File: src/rtl/mux_pkg.sv
// rtl/mux_pkg.sv - shared types and helpers for the scanning N:1 mux
package mux_pkg;

    typedef enum logic {
        MANUAL = 1'b0,
        SCAN   = 1'b1
    } mode_e;

    typedef mode_e state_t;

    // Bit offset of channel ch inside the packed in_data bus.
    function automatic int ch_lsb(input int ch, input int w);
        return ch * w;
    endfunction

    // Dwell counter width; a single-cycle dwell still needs one bit.
    function automatic int cnt_width(input int dwell);
        return (dwell > 1) ? $clog2(dwell) : 1;
    endfunction

endpackage

File: src/rtl/dwell_counter.sv
// rtl/dwell_counter.sv - modulo-DWELL cycle counter with terminal-count tick
module dwell_counter
    import mux_pkg::*;
#(
    parameter int DWELL = 4
) (
    input  logic clk,
    input  logic rst_n,
    input  logic clr,
    input  logic en,
    output logic tick
);

    localparam int CW = cnt_width(DWELL);
    localparam logic [CW-1:0] LAST = CW'(DWELL - 1);

    logic [CW-1:0] count;

    always_ff @(posedge clk) begin
        if (!rst_n || clr) begin
            count <= '0;
        end else if (en) begin
            count <= tick ? '0 : count + CW'(1);
        end
    end

    assign tick = (count == LAST);

endmodule

File: src/rtl/mux_nto1_scan.sv
// rtl/mux_nto1_scan.sv - registered N:1 mux with manual select and auto-scan
module mux_nto1_scan
    import mux_pkg::*;
#(
    parameter int W     = 8,
    parameter int N     = 4,
    parameter int DWELL = 4,
    parameter int SW    = $clog2(N)
) (
    input  logic           clk,
    input  logic           rst_n,
    input  logic [N*W-1:0] in_data,
    input  logic [SW-1:0]  sel,
    input  logic           mode,
    input  logic           hold,
    output logic [W-1:0]   out,
    output logic [SW-1:0]  cur_ch,
    output logic           ch_wrap
);

    state_t        state;
    state_t        state_next;
    logic [SW-1:0] cur_ch_next;
    logic          wrap_next;
    logic [W-1:0]  out_next;
    logic          cnt_clr;
    logic          cnt_en;
    logic          tick;

    dwell_counter #(
        .DWELL (DWELL)
    ) u_dwell (
        .clk   (clk),
        .rst_n (rst_n),
        .clr   (cnt_clr),
        .en    (cnt_en),
        .tick  (tick)
    );

    always_ff @(posedge clk) begin
        if (!rst_n) begin
            state <= MANUAL;
        end else begin
            state <= state_next;
        end
    end

    always_comb begin
        state_next = mode ? SCAN : MANUAL;
    end

    // Entering SCAN takes sel like MANUAL does, so hold is ignored on that edge.
    always_comb begin
        cur_ch_next = cur_ch;
        wrap_next   = 1'b0;
        cnt_clr     = 1'b0;
        cnt_en      = 1'b0;
        if (state_next == MANUAL || state == MANUAL) begin
            cur_ch_next = sel;
            cnt_clr     = 1'b1;
        end else if (!hold) begin
            cnt_en = 1'b1;
            if (tick) begin
                if (int'(cur_ch) == N - 1) begin
                    cur_ch_next = '0;
                    wrap_next   = 1'b1;
                end else if (int'(cur_ch) < N - 1) begin
                    cur_ch_next = cur_ch + SW'(1);
                end else begin
                    cur_ch_next = '0;
                end
            end
        end
    end

    // Out-of-range channel indices fall through to zero.
    always_comb begin
        out_next = '0;
        for (int k = 0; k < N; k++) begin
            if (cur_ch_next == SW'(k)) begin
                out_next = in_data[ch_lsb(k, W) +: W];
            end
        end
    end

    always_ff @(posedge clk) begin
        if (!rst_n) begin
            out     <= '0;
            cur_ch  <= '0;
            ch_wrap <= 1'b0;
        end else begin
            out     <= out_next;
            cur_ch  <= cur_ch_next;
            ch_wrap <= wrap_next;
        end
    end

endmodule
File: config.mk
export PLATFORM = sky130hd
export DESIGN_NAME = mux_nto1_scan
export DESIGN_NICKNAME = d
export VERILOG_FILES = /design/src/rtl/mux_pkg.sv /design/src/rtl/dwell_counter.sv /design/src/rtl/mux_nto1_scan.sv
export SDC_FILE = /design/constraint.sdc
export NUM_CORES = 1
export LEC_CHECK = 0
export ABC_AREA = 1
export CAP_MARGIN = 25
export CELL_PAD_IN_SITES_DETAIL_PLACEMENT = 2
export CELL_PAD_IN_SITES_GLOBAL_PLACEMENT = 2
export CORE_MARGIN = 3
export CORE_UTILIZATION = 18
export DETAILED_ROUTE_END_ITERATION = 6
export PLACE_DENSITY = 0.71
export SYNTH_ARGS = -nofsm -noshare
export SYNTH_HDL_FRONTEND = slang
export SYNTH_HIERARCHICAL = 1
export SYNTH_SLANG_ARGS = --single-unit
File: constraint.sdc
create_clock -name clk -period 1.42 [get_ports clk]
set_input_delay 0.284 -clock clk [delete_from_list [all_inputs] [get_ports clk]]
set_output_delay 0.284 -clock clk [all_outputs]
set_load 0.02 [all_outputs]
After elaboration in Yosys (flattened, before gate mapping)
Cells that the tools add are included.

Flip-flop bits (word level): 14.

Add/subtract/negate cells: 2. Order comparisons: 1. Eq/ne operators: 5. Mux-type cells: 15. Bitwise logic cells: 4. Reductions and logical operators: 5.

Operators with widths (number): 8-bit 2-to-1 mux (4); 2-bit 2-to-1 mux (6); 2-bit == test (second input constant) (3); 1-bit 2-to-1 mux (5); 2-bit by 1-bit adder with 2-bit output (second input constant) (2); 2-bit by 1-bit == test with 1-bit output (second input constant) (2); 1-bit inverter (4); 4-bit OR reduction (1); 2-bit zero test (1); 1-bit logical OR (2); 2-bit less-than comparator (second input constant) (1); 1-bit zero test (1).

Depth between registers and ports, before layout
Depth after elaboration: 11. Gate-level depth with buffers: 12. Depth with buffers taken out: 11.

Cells and area by module
Netlist, hierarchy kept.

By module, submodules not included: mux_nto1_scan (times used 1, cells an instance 125, area an instance 899.6 µm², seq. area each 240.2 µm²); dwell_counter (times used 1, cells an instance 14, area an instance 101.3 µm², seq. area each 40.0 µm²).

Worst setup path after synthesis
No wires, ideal clock.

Path type: register to register. Start: register cur_ch[1]. End: register out[4]. Library setup time: 118 ps. Arrival time: 1374 ps. Data required time: 1302 ps. Slack: -72 ps. Stages on the path, launching flop included: 9. Buffers on the path: 1. Clock period less this slack: 1492 ps. Cell sequence: dfxtp_1 -> ha_1 -> nand3_1 -> nand3_2 -> nand2_8 -> buf_12 -> nand3_1 -> nand2_1 -> a21oi_2.

Longest elaborated chain between the ends: 11. Elaborated cells on any way between the ends: 16.

Ends and longest elaborated chain: start: declaration (RTL line mux_nto1_scan.sv:17) `output logic [SW-1:0] cur_ch,`; start signal: assignment (RTL line mux_nto1_scan.sv:93) `cur_ch <= cur_ch_next;`; 2-bit by 1-bit adder with 2-bit output / 2-bit less-than comparator (equally long branches) (RTL line mux_nto1_scan.sv:68, mux_nto1_scan.sv:67); 2-bit 2-to-1 mux (RTL line mux_nto1_scan.sv:67) `end else if (int'(cur_ch) < N - 1) begin`; 2-bit 2-to-1 mux (RTL line mux_nto1_scan.sv:64) `if (int'(cur_ch) == N - 1) begin`; 2-bit 2-to-1 mux (RTL line mux_nto1_scan.sv:63) `if (tick) begin`; 2-bit 2-to-1 mux * (RTL line mux_nto1_scan.sv:61) `end else if (!hold) begin`; 2-bit 2-to-1 mux * (RTL line mux_nto1_scan.sv:58) `if (state_next == MANUAL || state == MANUAL) begin`; 2-bit zero test (RTL line mux_nto1_scan.sv:80) `if (cur_ch_next == SW'(k)) begin`; 8-bit 2-to-1 mux (3 in series) (RTL line mux_nto1_scan.sv:80); 8-bit 2-to-1 mux * (RTL line mux_nto1_scan.sv:80); end signal: assignment (RTL line mux_nto1_scan.sv:92) `out <= out_next;`; end: declaration (RTL line mux_nto1_scan.sv:16) `output logic [W-1:0] out,`.

Mark *: on every way between the ends. The rest lies on a longest branch, timed or not. A chain may end at the register's enable or synchronous reset.

Final worst setup path
Start: register u_dwell.count[0]. End: register out[0].

Longest elaborated chain between the ends: 9. Elaborated cells on any way between the ends: 12.

Ends and longest elaborated chain: start: declaration (RTL line dwell_counter.sv:17) `logic [CW-1:0] count;`; start signal: assignment (RTL line dwell_counter.sv:23) `count <= tick ? '0 : count + CW'(1);`; 2-bit == test * (RTL line dwell_counter.sv:27) `assign tick = (count == LAST);`; via tick (RTL line mux_nto1_scan.sv:28) `logic tick;`; 2-bit 2-to-1 mux * (RTL line mux_nto1_scan.sv:63); 2-bit 2-to-1 mux * (RTL line mux_nto1_scan.sv:61); 2-bit 2-to-1 mux * (RTL line mux_nto1_scan.sv:58); 2-bit zero test (RTL line mux_nto1_scan.sv:80); 8-bit 2-to-1 mux (3 in series) (RTL line mux_nto1_scan.sv:80); 8-bit 2-to-1 mux * (RTL line mux_nto1_scan.sv:80).

Mark *: on every way through the listed nets, which the timed path passes. The rest lies on a longest branch.

==> metrics.cfg <==
[min_path]
hold_depth=3
hold_class=primary input to register

[place]
pre_cts_slack_ps=-444
dp_cells=265
portBuffers=48
globalplace.congestion=0.726
dp_hpwl_microns=2750

[sta]
slew_violations=0
relSlewSlack_pct=78.7
tightestPinTransition_ps=318
max_freq_mhz=681
post-route-min-period_ps=1470
finalCritPeriodShare_pct=103
rsz0062_at_grt=yes
skew_ps=2.04
hold_viol=0
timing.final.ws_setup_ps=-49.3
setup_viol=7

[synthesis]
ys.flop_type=dfxtp_1
synth_top_family_by_area=simple AND/OR/NAND/NOR gates
synth_nets=179
synth.cell_area_sq_um=1000
synthAdderAreaFrac_pct=2.50
synth.distinct_cells=26
synth_warnings=6
synthSimpleGateAreaFrac_pct=43.6
synth.top_cells.by_area=dfxtp_1, nand2_1, nand3_1, inv_1, o21ai_2
synth_compound_area_share_pct=9.37
ys_ff_latch=14
synthMuxAreaShare_pct=0
synth-edff-count=0
synth_common_cells=nand2_1, inv_1, nand3_1
synthXorXnorAreaFrac_pct=0
ys_seq_area_share_pct=28.0
synth_top_area_share_pct=28.0
synth.avg_cell_area_sq_um=7.20
ys_async_sr_fraction_pct=0
netlist_instances=139
yosys.area.top_type=dfxtp_1
synth.most_common_cell=nand2_1

[cells_and_area]
layout.nets=249
instances_no_fill=278
synthToLayoutAreaGrowth_pct=83.5
num_antenna_cells=0
final_layout_size_suffix_gt1_share_pct=32.7

[floorplan]
dieArea_sq_um=6490
dieHeight_microns=80.6
core_area_sq_um=5240
initial_core_util_pct=19.1
fp-row-count=26
ios=49
die_w_microns=80.6

[detailed_routing]
via_count=1181
ant_nets=0
first_iter_violations=52
via_per_inst=4.25
routedWlPerCell_microns=14.5
drcViolationCount=0
wl_microns=4040
drt_first_pass_iters=4

[pwr]
switchingPower_uw=410
power_per_cell_area_nw_per_um2=707
vdd_drop_max_v=0.000284
p_comb_share_pct=34.2
p_seq_share_pct=33.1
clock_power_share_pct=32.7
p_sw_share_pct=31.6
p_int_uw=888
leakagePower_uw=0.000863

[setup_path]
rr_worst_depth=10
crit_path_start_kind=register
cp_slowest_cell=dfxtp_2
cp_cell_sequence=ha_4 -> buf_4 -> nand3_2 -> nand3_4 -> nand2_8 -> buf_4 -> nand4_1 -> nand3_1 -> nand2_1 -> inv_1
worst_setup_path_end_kind=register
crit_required_ps=1580
path_depth=10
crit_fanout=6
path_class=register to register
cp.arrival_ps=1630
slowest_delay_ps=350
cpMostUsedCell=buf_4
path_buf_inv=3
cp_top_family=simple AND/OR/NAND/NOR gates

[clock_tree]
clockBufferDepth=2
postCtsHoldBufs=0
h-tree-depth=1
numCtsBuffers=3
clk_latency_ps=260
numClockSinks=14
clkTransAtPathRegs_ps=70
tritoncts=built
cts-root-buf=clkbuf_8

[grt]
use_met3_pct=2.69
grt_use_met1_pct=12.9
gr-total-overflow=0
antenna_found_initial=0
grt_pass1_wl_microns=6160
use_met2_pct=24.3
grt-busiest-layer=met2
grt_max_degree=24
grt_pass1_vias=1299
grt_usage_pct=12.8

[status]
outcome=finished with violations
violations=negative setup slack

[run]
max_cap_violations=0

==> worst reg2reg max path: cells and delay by family (launching register included) <==
family,cells,cell delay (ps)
AND/OR/NAND/NOR,6,530
flip-flops,1,350
buffers and inverters,3,310
adder cells (fa/ha/maj),1,180
==> cell families after synthesis <==
group	Yosys count
and+or+nand+nor	79
buffers and inverters	32
DFF	14
AOI/OAI and AO/OA	12
adders and majority gates	2
==> metrics by stage <==
| stage | hold slack, ps | area [sq um] | utilization [%] | TNS (ps) | total power [uW] |
|---|---|---|---|---|---|
| final | 425 | 1840 | 35.1 | -210 | 1300 |
| after global routing | 462 | 1840 | 35.1 | -1030 | 1370 |
| after CTS | 433 | 1750 | 33.4 | -63.9 | 1270 |
| after detailed placement | 483 | 1610 | 30.7 | -3850 | 839 |
| after global placement | 469 | 1610 | 30.7 | -3210 | 830 |
| after floorplan | 377 | 1010 | - | 0 | 644 |
==> metal layers <==
| metal | up-vias | wire length [microns] |
|---|---|---|
| met5 | - | 0 |
| met4 | 0 | 93 |
| met3 | 7 | 197 |
| met2 | 34 | 2160 |
| met1 | 557 | 1590 |
| li1 | 583 | - |
==> worst paths after layout <==
path / startpoint / endpoint / slack [ps]
setup reg to reg: u_dwell/count[0] / out[0] / -50
setup / recovery: u_dwell/count[0] / out[0] / -50
hold reg to reg: u_dwell/count[1] / u_dwell/count[1] / 500
hold / removal: mode / state / 430
==> power groups by stage <==
stage	registers (uW)	clock network [uW]	logic [uW]
finish	430	425	443
global route	433	454	486
CTS	431	427	415
detailed placement	438	0	400
global placement	437	0	393
floorplan	469	0	175
==> timing repair <==
item                       CTS  global route
hold endpoints to repair     0             0
cloned                       1             3
buffers inserted             5             0
gates resized for setup     24            16
pin swaps                    4            16
setup endpoints to repair   20             9
==> registers in the layout (all words and copies together), names as in the netlist <==
register,cells
ch_wrap,1
state,1
u_dwell/count,2
out,8
cur_ch,2
==> cells in the final DEF (no fill, tap or decap), types with 2 or more instances in the layout <==
cell type        count
nand2_2              6
inv_2                4
nor2_1               5
ha_4                 2
inv_1               20
nand4_1              6
nand2_8              3
nand2_1             28
clkbuf_8             4
inv_4                3
o21ai_2              7
buf_4               16
nand2_4              6
clkdlybuf4s50_1     35
nor2_4               2
nand3b_1             5
a21oi_2              3
nand3_2              2
dfxtp_2              4
dlygate4sd2_1       13
dfxtp_1             10
nand3_4              2
nand3_1             16
==> cell type report <==
| type | count | area (sq um) |
|---|---|---|
| Clock buffer | 4 | 55.1 |
| Fill cell | 606 | 3400 |
| Inverter | 27 | 109 |
| Multi-Input combinational cell | 97 | 689 |
| Sequential cell | 14 | 285 |
| Tap cell | 70 | 87.6 |
| Timing Repair Buffer | 66 | 611 |
No activity file was read; power rests on OpenSTA's default activity.
